<file path="src/rtl/uart_core.sv">
// UART core: TX and RX engines with independent first-word fall-through FIFOs.
// Frame format (5..DATA_W data bits, optional parity, 1 or 2 stops) is latched per frame.
module uart_core #(
  parameter int DATA_W     = 8,
  parameter int FIFO_DEPTH = 8
) (
  input  logic              i_clk,
  input  logic              i_rst_n,
  input  logic [15:0]       i_cfg_cpb,
  input  logic [3:0]        i_cfg_nbits,
  input  logic [1:0]        i_cfg_parity,
  input  logic              i_cfg_stop,
  input  logic [DATA_W-1:0] i_tx_data,
  input  logic              i_tx_valid,
  output logic              o_tx_ready,
  output logic [DATA_W-1:0] o_rx_data,
  output logic              o_rx_valid,
  input  logic              i_rx_ready,
  output logic [1:0]        o_rx_err,
  output logic              o_rx_overrun,
  output logic              o_tx_busy,
  output logic              o_tx_serial,
  input  logic              i_rx_serial
);

  localparam int         AW        = $clog2(FIFO_DEPTH);
  localparam int         RXW       = DATA_W + 2;
  localparam logic [3:0] NBITS_MAX = 4'(DATA_W);

  function automatic logic [3:0] effNbits(input logic [3:0] n);
    if (n < 4'd5 || n > NBITS_MAX) return NBITS_MAX;
    return n;
  endfunction

  function automatic logic [DATA_W-1:0] bitMask(input logic [3:0] n);
    logic [DATA_W-1:0] m;
    for (int i = 0; i < DATA_W; i++) m[i] = (4'(i) < n);
    return m;
  endfunction

  // ---------------- TX FIFO ----------------
  logic [DATA_W-1:0] r_txMem [FIFO_DEPTH];
  logic [AW:0]       r_txWrPtr, r_txRdPtr;
  logic              w_txFull, w_txEmpty, w_txPush, w_txPop;

  assign w_txEmpty  = (r_txWrPtr == r_txRdPtr);
  assign w_txFull   = (r_txWrPtr[AW] != r_txRdPtr[AW]) &&
                      (r_txWrPtr[AW-1:0] == r_txRdPtr[AW-1:0]);
  assign o_tx_ready = !w_txFull;
  assign w_txPush   = i_tx_valid && !w_txFull;

  always_ff @(posedge i_clk) begin
    if (w_txPush) r_txMem[r_txWrPtr[AW-1:0]] <= i_tx_data;
  end

  always_ff @(posedge i_clk or negedge i_rst_n) begin
    if (!i_rst_n) begin
      r_txWrPtr <= '0;
      r_txRdPtr <= '0;
    end else begin
      if (w_txPush) r_txWrPtr <= r_txWrPtr + 1'b1;
      if (w_txPop)  r_txRdPtr <= r_txRdPtr + 1'b1;
    end
  end

  // ---------------- TX FSM ----------------
  typedef enum logic [2:0] {TX_IDLE, TX_START, TX_DATA, TX_PARITY, TX_STOP} txState_t;
  txState_t          r_txState, w_txNext;
  logic [15:0]       r_txCell, r_txCpb;
  logic [3:0]        r_txBitIdx, r_txNbits;
  logic              r_txParEn, r_txParBit, r_txTwoStop, r_txStopIdx, r_txSerial;
  logic [DATA_W-1:0] r_txShift;
  logic              w_txCellEnd, w_txBit;
  logic [3:0]        w_txLoadNbits;
  logic [DATA_W-1:0] w_txLoadData;

  assign w_txCellEnd   = (r_txCell == r_txCpb - 16'd1);
  assign w_txLoadNbits = effNbits(i_cfg_nbits);
  assign w_txLoadData  = r_txMem[r_txRdPtr[AW-1:0]] & bitMask(w_txLoadNbits);
  // A word is taken from the FIFO whenever a new frame begins, from IDLE or straight out of STOP.
  assign w_txPop       = (w_txNext == TX_START) && (r_txState != TX_START);

  always_ff @(posedge i_clk or negedge i_rst_n) begin
    if (!i_rst_n) r_txState <= TX_IDLE;
    else          r_txState <= w_txNext;
  end

  always_comb begin
    w_txNext = r_txState;
    case (r_txState)
      TX_IDLE:   if (!w_txEmpty) w_txNext = TX_START;
      TX_START:  if (w_txCellEnd) w_txNext = TX_DATA;
      TX_DATA:   if (w_txCellEnd && r_txBitIdx == r_txNbits - 4'd1)
                   w_txNext = r_txParEn ? TX_PARITY : TX_STOP;
      TX_PARITY: if (w_txCellEnd) w_txNext = TX_STOP;
      TX_STOP:   if (w_txCellEnd && r_txStopIdx == r_txTwoStop)
                   w_txNext = w_txEmpty ? TX_IDLE : TX_START;
      default:   w_txNext = TX_IDLE;
    endcase
  end

  always_comb begin
    w_txBit = 1'b1;
    case (r_txState)
      TX_START:  w_txBit = 1'b0;
      TX_DATA:   w_txBit = r_txShift[0];
      TX_PARITY: w_txBit = r_txParBit;
      default:   w_txBit = 1'b1;
    endcase
  end

  // The line is registered, which gives the two-edge latency from accept to start bit.
  always_ff @(posedge i_clk or negedge i_rst_n) begin
    if (!i_rst_n) begin
      r_txCell    <= '0;
      r_txCpb     <= '0;
      r_txBitIdx  <= '0;
      r_txNbits   <= '0;
      r_txParEn   <= 1'b0;
      r_txParBit  <= 1'b0;
      r_txTwoStop <= 1'b0;
      r_txStopIdx <= 1'b0;
      r_txShift   <= '0;
      r_txSerial  <= 1'b1;
    end else begin
      r_txSerial <= w_txBit;
      if (w_txPop) begin
        r_txCell    <= '0;
        r_txCpb     <= i_cfg_cpb;
        r_txBitIdx  <= '0;
        r_txNbits   <= w_txLoadNbits;
        r_txParEn   <= ^i_cfg_parity;
        r_txParBit  <= (^w_txLoadData) ^ i_cfg_parity[1];
        r_txTwoStop <= i_cfg_stop;
        r_txStopIdx <= 1'b0;
        r_txShift   <= w_txLoadData;
      end else if (r_txState == TX_IDLE) begin
        r_txCell <= '0;
      end else if (w_txCellEnd) begin
        r_txCell <= '0;
        if (r_txState == TX_DATA) begin
          r_txBitIdx <= r_txBitIdx + 4'd1;
          r_txShift  <= r_txShift >> 1;
        end
        if (r_txState == TX_STOP) r_txStopIdx <= 1'b1;
      end else begin
        r_txCell <= r_txCell + 16'd1;
      end
    end
  end

  assign o_tx_serial = r_txSerial;
  assign o_tx_busy   = (r_txState != TX_IDLE) || !w_txEmpty;

  // ---------------- RX synchronizer and FSM ----------------
  typedef enum logic [2:0] {RX_IDLE, RX_START, RX_DATA, RX_PARITY, RX_STOP, RX_WAIT_HIGH} rxState_t;
  rxState_t          r_rxState, w_rxNext;
  logic              r_rxSync1, r_rxSync2, w_rxIn;
  logic [15:0]       r_rxCnt, r_rxCpb;
  logic [3:0]        r_rxBitIdx, r_rxNbits;
  logic              r_rxParEn, r_rxParOdd, r_rxParErr;
  logic [DATA_W-1:0] r_rxShift;
  logic              w_rxStartSample, w_rxSample, w_rxPush;
  logic [RXW-1:0]    w_rxWord;

  always_ff @(posedge i_clk or negedge i_rst_n) begin
    if (!i_rst_n) begin
      r_rxSync1 <= 1'b1;
      r_rxSync2 <= 1'b1;
    end else begin
      r_rxSync1 <= i_rx_serial;
      r_rxSync2 <= r_rxSync1;
    end
  end

  assign w_rxIn          = r_rxSync2;
  assign w_rxStartSample = (r_rxCnt == (r_rxCpb >> 1) - 16'd1);
  assign w_rxSample      = (r_rxCnt == r_rxCpb - 16'd1);

  always_ff @(posedge i_clk or negedge i_rst_n) begin
    if (!i_rst_n) r_rxState <= RX_IDLE;
    else          r_rxState <= w_rxNext;
  end

  always_comb begin
    w_rxNext = r_rxState;
    case (r_rxState)
      RX_IDLE:      if (!w_rxIn) w_rxNext = RX_START;
      RX_START:     if (w_rxStartSample) w_rxNext = w_rxIn ? RX_IDLE : RX_DATA;
      RX_DATA:      if (w_rxSample && r_rxBitIdx == r_rxNbits - 4'd1)
                      w_rxNext = r_rxParEn ? RX_PARITY : RX_STOP;
      RX_PARITY:    if (w_rxSample) w_rxNext = RX_STOP;
      RX_STOP:      if (w_rxSample) w_rxNext = w_rxIn ? RX_IDLE : RX_WAIT_HIGH;
      RX_WAIT_HIGH: if (w_rxIn) w_rxNext = RX_IDLE;
      default:      w_rxNext = RX_IDLE;
    endcase
  end

  always_comb begin
    w_rxPush = (r_rxState == RX_STOP) && w_rxSample;
    w_rxWord = {r_rxParErr, !w_rxIn, r_rxShift};
  end

  always_ff @(posedge i_clk or negedge i_rst_n) begin
    if (!i_rst_n) begin
      r_rxCnt    <= '0;
      r_rxCpb    <= '0;
      r_rxBitIdx <= '0;
      r_rxNbits  <= '0;
      r_rxParEn  <= 1'b0;
      r_rxParOdd <= 1'b0;
      r_rxParErr <= 1'b0;
      r_rxShift  <= '0;
    end else begin
      case (r_rxState)
        RX_IDLE: begin
          r_rxCnt <= '0;
          if (!w_rxIn) begin
            r_rxCpb    <= i_cfg_cpb;
            r_rxNbits  <= effNbits(i_cfg_nbits);
            r_rxParEn  <= ^i_cfg_parity;
            r_rxParOdd <= (i_cfg_parity == 2'b10);
            r_rxBitIdx <= '0;
            r_rxParErr <= 1'b0;
            r_rxShift  <= '0;
          end
        end
        RX_START: r_rxCnt <= w_rxStartSample ? 16'd0 : r_rxCnt + 16'd1;
        RX_DATA: begin
          if (w_rxSample) begin
            r_rxCnt    <= '0;
            r_rxBitIdx <= r_rxBitIdx + 4'd1;
            for (int i = 0; i < DATA_W; i++)
              if (4'(i) == r_rxBitIdx) r_rxShift[i] <= w_rxIn;
          end else begin
            r_rxCnt <= r_rxCnt + 16'd1;
          end
        end
        RX_PARITY: begin
          if (w_rxSample) begin
            r_rxCnt    <= '0;
            r_rxParErr <= w_rxIn != ((^r_rxShift) ^ r_rxParOdd);
          end else begin
            r_rxCnt <= r_rxCnt + 16'd1;
          end
        end
        RX_STOP: r_rxCnt <= w_rxSample ? 16'd0 : r_rxCnt + 16'd1;
        default: r_rxCnt <= '0;
      endcase
    end
  end

  // ---------------- RX FIFO ----------------
  logic [RXW-1:0] r_rxMem [FIFO_DEPTH];
  logic [AW:0]    r_rxWrPtr, r_rxRdPtr;
  logic           w_rxFull, w_rxEmpty, w_rxPop, w_rxWrite;
  logic           r_rxOverrun;
  logic [RXW-1:0] w_rxHead;

  assign w_rxEmpty = (r_rxWrPtr == r_rxRdPtr);
  assign w_rxFull  = (r_rxWrPtr[AW] != r_rxRdPtr[AW]) &&
                     (r_rxWrPtr[AW-1:0] == r_rxRdPtr[AW-1:0]);
  assign w_rxPop   = !w_rxEmpty && i_rx_ready;
  // At full, a same-cycle pop frees the slot being written, so both proceed.
  assign w_rxWrite = w_rxPush && (!w_rxFull || w_rxPop);

  always_ff @(posedge i_clk) begin
    if (w_rxWrite) r_rxMem[r_rxWrPtr[AW-1:0]] <= w_rxWord;
  end

  always_ff @(posedge i_clk or negedge i_rst_n) begin
    if (!i_rst_n) begin
      r_rxWrPtr   <= '0;
      r_rxRdPtr   <= '0;
      r_rxOverrun <= 1'b0;
    end else begin
      if (w_rxWrite) r_rxWrPtr <= r_rxWrPtr + 1'b1;
      if (w_rxPop)   r_rxRdPtr <= r_rxRdPtr + 1'b1;
      r_rxOverrun <= w_rxPush && w_rxFull && !w_rxPop;
    end
  end

  assign w_rxHead     = r_rxMem[r_rxRdPtr[AW-1:0]];
  assign o_rx_valid   = !w_rxEmpty;
  assign o_rx_data    = w_rxEmpty ? '0 : w_rxHead[DATA_W-1:0];
  assign o_rx_err     = w_rxEmpty ? 2'b00 : w_rxHead[RXW-1:DATA_W];
  assign o_rx_overrun = r_rxOverrun;

endmodule

</file>
<file path="config.mk">
export PLATFORM = sky130hd
export DESIGN_NAME = uart_core
export DESIGN_NICKNAME = d
export VERILOG_FILES = /design/src/rtl/uart_core.sv
export SDC_FILE = /design/constraint.sdc
export NUM_CORES = 1
export LEC_CHECK = 0
export BUFFER_PORTS_ARGS = -buffer_cell sky130_fd_sc_hd__buf_2
export CAP_MARGIN = 20
export CORE_MARGIN = 4
export CORE_UTILIZATION = 62
export CTS_BUF_LIST = sky130_fd_sc_hd__clkbuf_4 sky130_fd_sc_hd__clkbuf_8
export DETAILED_ROUTE_END_ITERATION = 7
export HOLD_SLACK_MARGIN = 0.08
export PLACE_DENSITY = 0.8
export RECOVER_POWER = 25
export REMOVE_ABC_BUFFERS = 1
export SKIP_CTS_REPAIR_TIMING = 1
export SYNTH_ARGS = -nofsm -noshare
export SYNTH_HDL_FRONTEND = slang
export SYNTH_SLANG_ARGS = --single-unit
</file>
<file path="constraint.sdc">
create_clock -name i_clk -period 5.7 [get_ports i_clk]
set_input_delay 0.285 -clock i_clk [delete_from_list [all_inputs] [get_ports i_clk]]
set_output_delay 0.285 -clock i_clk [all_outputs]
set_load 0.02 [all_outputs]
</file>
# Word-level counts from Yosys, hierarchy flattened
# Memory sizes are Yosys's and may differ from the RTL's.
# Index checks and enable logic that the tools add are counted.
totals:
  ram_bits: 144
  output_inout_bits: 15
  latchBits: 0
  register_bits: 129
  memories: 2
  romBits: 0
  inputBits: 36
mem_list:
  columns: ["name", "words", "word_bits", "rd", "rd_clocked_by_memory_dff", "wr", "line_no", "rtl"]
  rows:
  - ["r_rxMem", 8, 10, 1, 0, 1, "254", "logic [RXW-1:0] r_rxMem [FIFO_DEPTH];"]
  - ["r_txMem", 8, 8, 1, 0, 1, "42", "logic [DATA_W-1:0] r_txMem [FIFO_DEPTH];"]
classes:
  n_eq_ne: 48
  addsub: 13
  muxes: 66
  n_reduce_logical: 48
  bitwise_logic: 4
  mul: 0
  magnitude_cmp: 10
  shifts: 0
  n_div: 0
op_table:
  columns: ["operator", "count"]
  rows:
  - ["16-bit two-way mux", 5]
  - ["8-bit two-way mux", 7]
  - ["16-bit == test", 3]
  - ["3-bit two-way mux", 14]
  - ["4-bit two-way mux", 9]
  - ["16-bit by 1-bit adder with 16-bit output, second input constant", 2]
  - ["2-bit != test, second input constant", 16]
  - ["16-bit case mux with 2 select lines", 1]
  - ["4-bit AND reduction", 8]
  - ["16-bit by 1-bit subtractor with 16-bit output, second input constant", 2]
  - ["4-bit by 1-bit adder with 4-bit output, second input constant", 6]
  - ["1-bit two-way mux", 22]
  - ["3-bit case mux with 6 select lines", 1]
  - ["3-bit by 4-bit == test with 1-bit output, first input constant", 4]
  - ["4-bit == test", 4]
  - ["3-bit by 4-bit < comparator with 1-bit output, first input constant", 4]
  - ["8-bit case mux with 2 select lines", 1]
  - ["8-bit XOR reduction", 2]
  - ["15-bit by 1-bit subtractor with 16-bit output, second input constant", 1]
  - ["3-bit case mux with 5 select lines", 1]
  - ["3-bit by 2-bit == test with 1-bit output, second input constant", 4]
  - ["1-bit logical AND", 12]
  - ["3-bit AND reduction", 4]
  - ["2-bit nonzero test", 5]
  - ["30 further kinds", 51]

# Depth between registers and ports, before layout
depth:
  depth_word: 9
  mapped_depth: 12
  depth_no_buf: 10

# Worst setup path after synthesis
# No wires, ideal clock.
synth_path:
  path_type: "register to register"
  start: "register r_rxCpb[8]"
  end: "memory r_rxMem[1][0] in the netlist's numbering (enable)"
  stages_incl_launch_ff: 11
  n_path_buf: 3
  arrival_time_ns: 3.926
  path_slack_ns: 1.367
  path_cell_list: "dfrtp_1 -> clkbuf_1 -> or4_1 -> clkbuf_1 -> nor4_1 -> nand2_1 -> xnor2_1 -> a2111oi_0 -> nand4_1 -> clkbuf_1 -> nor4b_1"
synth_via:
  elab_chain_cells: 6
synth_rtl:
  columns: ["element", "line_no", "rtl"]
  rows:
  - ["start, declared", "159", "logic [15:0] r_rxCnt, r_rxCpb;"]
  - ["start signal, assigned", "219", "r_rxCpb <= i_cfg_cpb;"]
  - ["16-bit by 1-bit subtractor with 16-bit output", "178", "assign w_rxSample = (r_rxCnt == r_rxCpb - 16'd1);"]
  - ["16-bit == test", "178", null]
  - ["1-bit logical AND", "200", "w_rxPush = (r_rxState == RX_STOP) && w_rxSample;"]
  - ["1-bit logical AND", "265", "assign w_rxWrite = w_rxPush && (!w_rxFull || w_rxPop);"]
  - ["1-bit two-way mux", "268", "if (w_rxWrite) r_rxMem[r_rxWrPtr[AW-1:0]] <= w_rxWord;"]
  - ["1-bit two-way mux (implied by the code)", "268", null]
  - ["end, declared", "254", null]
# Every way passes these cells.

# Final worst setup path
layout_path:
  start: "register r_txCpb[0]"
  end: "register r_txCpb[14]"
layout_via:
  elab_chain_cells: 7
  elab_cells_between_ends: 11
  cone_classes: "1 x add/sub; 2 x eq/ne; 5 x mux; 3 x reduce/logical"
layout_rtl:
  columns: ["element", "line_no", "rtl"]
  rows:
  - ["start, declared", "69", "logic [15:0] r_txCell, r_txCpb;"]
  - ["start signal, assigned", "129", "r_txCpb <= i_cfg_cpb;"]
  - ["16-bit by 1-bit subtractor with 16-bit output *", "77", "assign w_txCellEnd = (r_txCell == r_txCpb - 16'd1);"]
  - ["16-bit == test *", "77", null]
  - ["1-bit logical AND, on equally long branches", "96, 93", null]
  - ["3-bit two-way mux, on equally long branches", "96, 93", null]
  - ["3-bit case mux with 5 select lines *", "90", "case (r_txState)"]
  - ["3-bit by 1-bit == test with 1-bit output *", "81", "assign w_txPop = (w_txNext == TX_START) && (r_txState != TX_START);"]
  - ["1-bit logical AND *", "81", null]
# Mark *: on every way between the ends. The rest lies on a longest branch, timed or not.
# A chain may end at the register's enable or synchronous reset.

==> metrics <==
Worst setup EP type register; Arr. time, crit path 4470 ps; FF-to-FF Start r_txCpb[0]$_DFFE_PN0N_; DRC 0; skew final approximately 36 ps; P_int around 4500 µW; max layer used met4; Die H 154 µm; Starting Density ~63%; Reg clk slew, reported paths 60 ps; PwrDens about 450 nW/µm²; Antenna Cells 0; Detailed Route WL 26.9 mm; GRT overflow 0; count of different cell masters after synthesis 65; commonest cells after routing, fill and taps aside edfxtp_1, dfrtp_1, nand2_1; reg2reg end r_txCpb[14]$_DFFE_PN0N_; Hold Startpoint i_cfg_nbits[3]; vias per cell between 5 and 6; r2r setup slk ~1600 ps; vias post-DR about 8600; Worst VDD drop around 0.30 mV; maximum clock rate approximately 0.25 GHz; die area 23800 µm²; Worst Tran Pin Value ~3200 ps; Layout area overhead 13.5%; HPWL after DPL 17.4 mm; vias in the first global route ~8500; CTS tree yes; Switching Share 33.7%; worst r2r path cells 10; RSZ-0062 raised after global routing false; Comb power frac ~31%; width of the die 154 µm; Starting DRT DRC Count about 650; startpoint types register; part of the cycle the worst path needs 71.1%; GP Congestion ~0.9; final setup violation count 0; failing checks max-capacitance violations, max-slew violations; I/O pins about 50; register share of total power between 40% and 50%; CTS Buffer Depth 3; row count 53; fin nets between 1000 and 1500; Syn Inst Count approximately 1100; PortBufs 50; total net switching power 2290 µW; commonest non-fill, non-tap cell in the layout edfxtp_1; clk_lat worst skew about 550 ps; Max Cap Viol 1; register area share after synthesis 56.9%; crit-path max FO 15; Yosys reg bits between 200 and 300; Met1 Routed Length 11.5 mm; global-route wire length before repair between 40 and 50 mm; Hold Path Sink r_txNbits[1]$_DFFE_PN0N_; status complete, but fails checks; Max transition margin -116%; top_reg_cell synth edfxtp_1; total leakage power 0.00609 µW; share of post-route cells with drive strength above 1 between 10% and 20%; Mapped Area 13300 µm²; met3 WL approximately 1.2 mm; Max Transition Viols Final 59; H-tree depth 2; hold path depth 4; worst slack at placement around 1600 ps; WL met2 13.4 mm; Worst setup startpoint r_txCpb[0]$_DFFE_PN0N_; hold crit path type in -> reg; final setup margin ~1600 ps; worst endpoint required time about 6100 ps; Tmin final between 4000 and 5000 ps; EDFF count, synth around 140; syn avg cell area 12.4 µm²; Clock power frac a little over a quarter; DR pass1 iterations 5; Overall Global Routing Usage approximately 22%; final number of hold-violating endpoints 0; total core area between 20000 and 25000 µm²; CTS Buf Count 43; antenna violations before repair 0; post-route ant nets 0; largest net degree at the start of global routing 73; Post-synth ARST share roughly 47%; CTS Sinks ~270; yosys warns 0; wire per inst between 15 and 20 µm; final hold slack between 100 and 150 ps; clk root buf clkbuf_8; TNS Setup 0 ps; crit path kind reg -> reg
synthesized netlist by cell type, types with 3 or more instances:
cell type  instances  area (µm²)
or2_2              4        25.0
a31oi_1            7        43.8
ha_1              18         225
dfrtp_1          126        3150
mux2i_1           51         510
nor3_1            21         105
nand3_1           35         175
mux4_2            33         743
mux2_2            22         248
nand2_1           96         360
and2_1             7        43.8
dfstp_2            3        78.8
inv_1             25        93.8
nor2b_1           13        81.3
a21o_1             3        22.5
o41ai_1            7        61.3
o21ai_0           24         120
nand4_1           17         106
nor2_1            80         300
edfxtp_1         144        4320
or4_1              7        52.6
nand4b_1           3        26.3
nand2b_1          12        75.1
a21oi_1           16        80.1
nor3b_1            6        45.0
xor2_1            61         534
o211ai_1           4        30.0
xnor2_1           76         666
mux2_1             4        45.0
a211oi_1           3        22.5
nor4_1            16         100
nand3b_1           3        22.5
a2111oi_0          3        26.3
and3_1            11        68.8
nor4b_1            5        43.8
or3_1             12        75.1
clkbuf_1          42         158
buf_2              4        20.0
a31o_2             4        35.0
and4b_1            3        30.0
buf_1              8        30.0
area by class of cell:
| type | count | area (µm²) |
|---|---|---|
| clock buffers | 61 | 758 |
| clock inverters | 16 | 180 |
| fillers | 1407 | 5940 |
| inverters | 26 | 97.6 |
| multi-input cells | 714 | 5440 |
| flip-flops and latches | 273 | 7560 |
| well taps | 275 | 344 |
| repair buffers | 100 | 703 |
logic make-up after synthesis:
kind of cell | Yosys count | synth area share (%)
AND/OR/NAND/NOR | 358 | 13.6
flip-flops | 273 | 56.9
buffers and inverters | 83 | 2.52
AO/OA/AOI/OAI | 91 | 4.59
adder cells (fa/ha/maj) | 18 | 1.70
XOR/XNOR | 137 | 9.04
multiplexers | 110 | 11.6
worst max-delay path: stages, from the launching register on:
cell and delay (ps):
dfrtp_1 420, inv_1 80, ha_1 190, or4b_1 550, or4_4 470, or4b_1 510
o211a_2 150, o41a_1 470, nor2_4 420, buf_4 320, mux2_1 350
power groups by stage:
stage               sequential [µW]  combinational, µW  clock (µW)
floorplan                      2870               1570           0
global placement               2940               1990           0
detailed placement             2960               2040           0
CTS                            2920               2050        1820
global route                   2970               2340        1920
finish                         2910               2100        1790
how the worst max path moves through the flow:
stage,to,depth (start not counted)
2_1_floorplan,r_txCpb[0]$_DFFE_PN0N_,9
3_3_place_gp,r_txCpb[15]$_DFFE_PN0N_,10
3_5_place_dp,r_txCpb[14]$_DFFE_PN0N_,9
4_1_cts,r_txCpb[0]$_DFFE_PN0N_,9
5_1_grt,r_txCell[13]$_DFF_PN0_,3
6_report,r_txCpb[14]$_DFFE_PN0N_,10
registers in the layout (all words and copies together) (netlist names), 4 cells and up:
name and flops:
r_rxNbits 4, r_txWrPtr 4, r_txCell 16, r_txShift 8, r_txRdPtr 4, r_rxMem 80, r_txBitIdx 4, r_txCpb 16
r_rxBitIdx 4, r_rxCpb 16, r_rxShift 8, r_rxWrPtr 4, r_txMem 64, r_rxCnt 16, r_txNbits 4, r_rxRdPtr 4
layer usage:
layer / up-vias / GRT usage [%]
li1: 4072 / -
met1: 4212 / 30.1
met2: 221 / 37.7
met3: 72 / 3.53
met4: 0 / 6.94
met5: - / 0
stage by stage:
step / cell area [µm²] / cells / utilization (%) / power, µW
floorplan: 13000 / 1013 / - / 4440
global placement: 13900 / 1359 / 65.9 / 4930
detailed placement: 13900 / 1359 / 65.9 / 4990
CTS: 14800 / 1436 / 70.4 / 6790
global route: 15100 / 1465 / 71.7 / 7220
finish: 15100 / 1465 / 71.7 / 6800
Note: power is estimated with default switching activity, not from simulation.
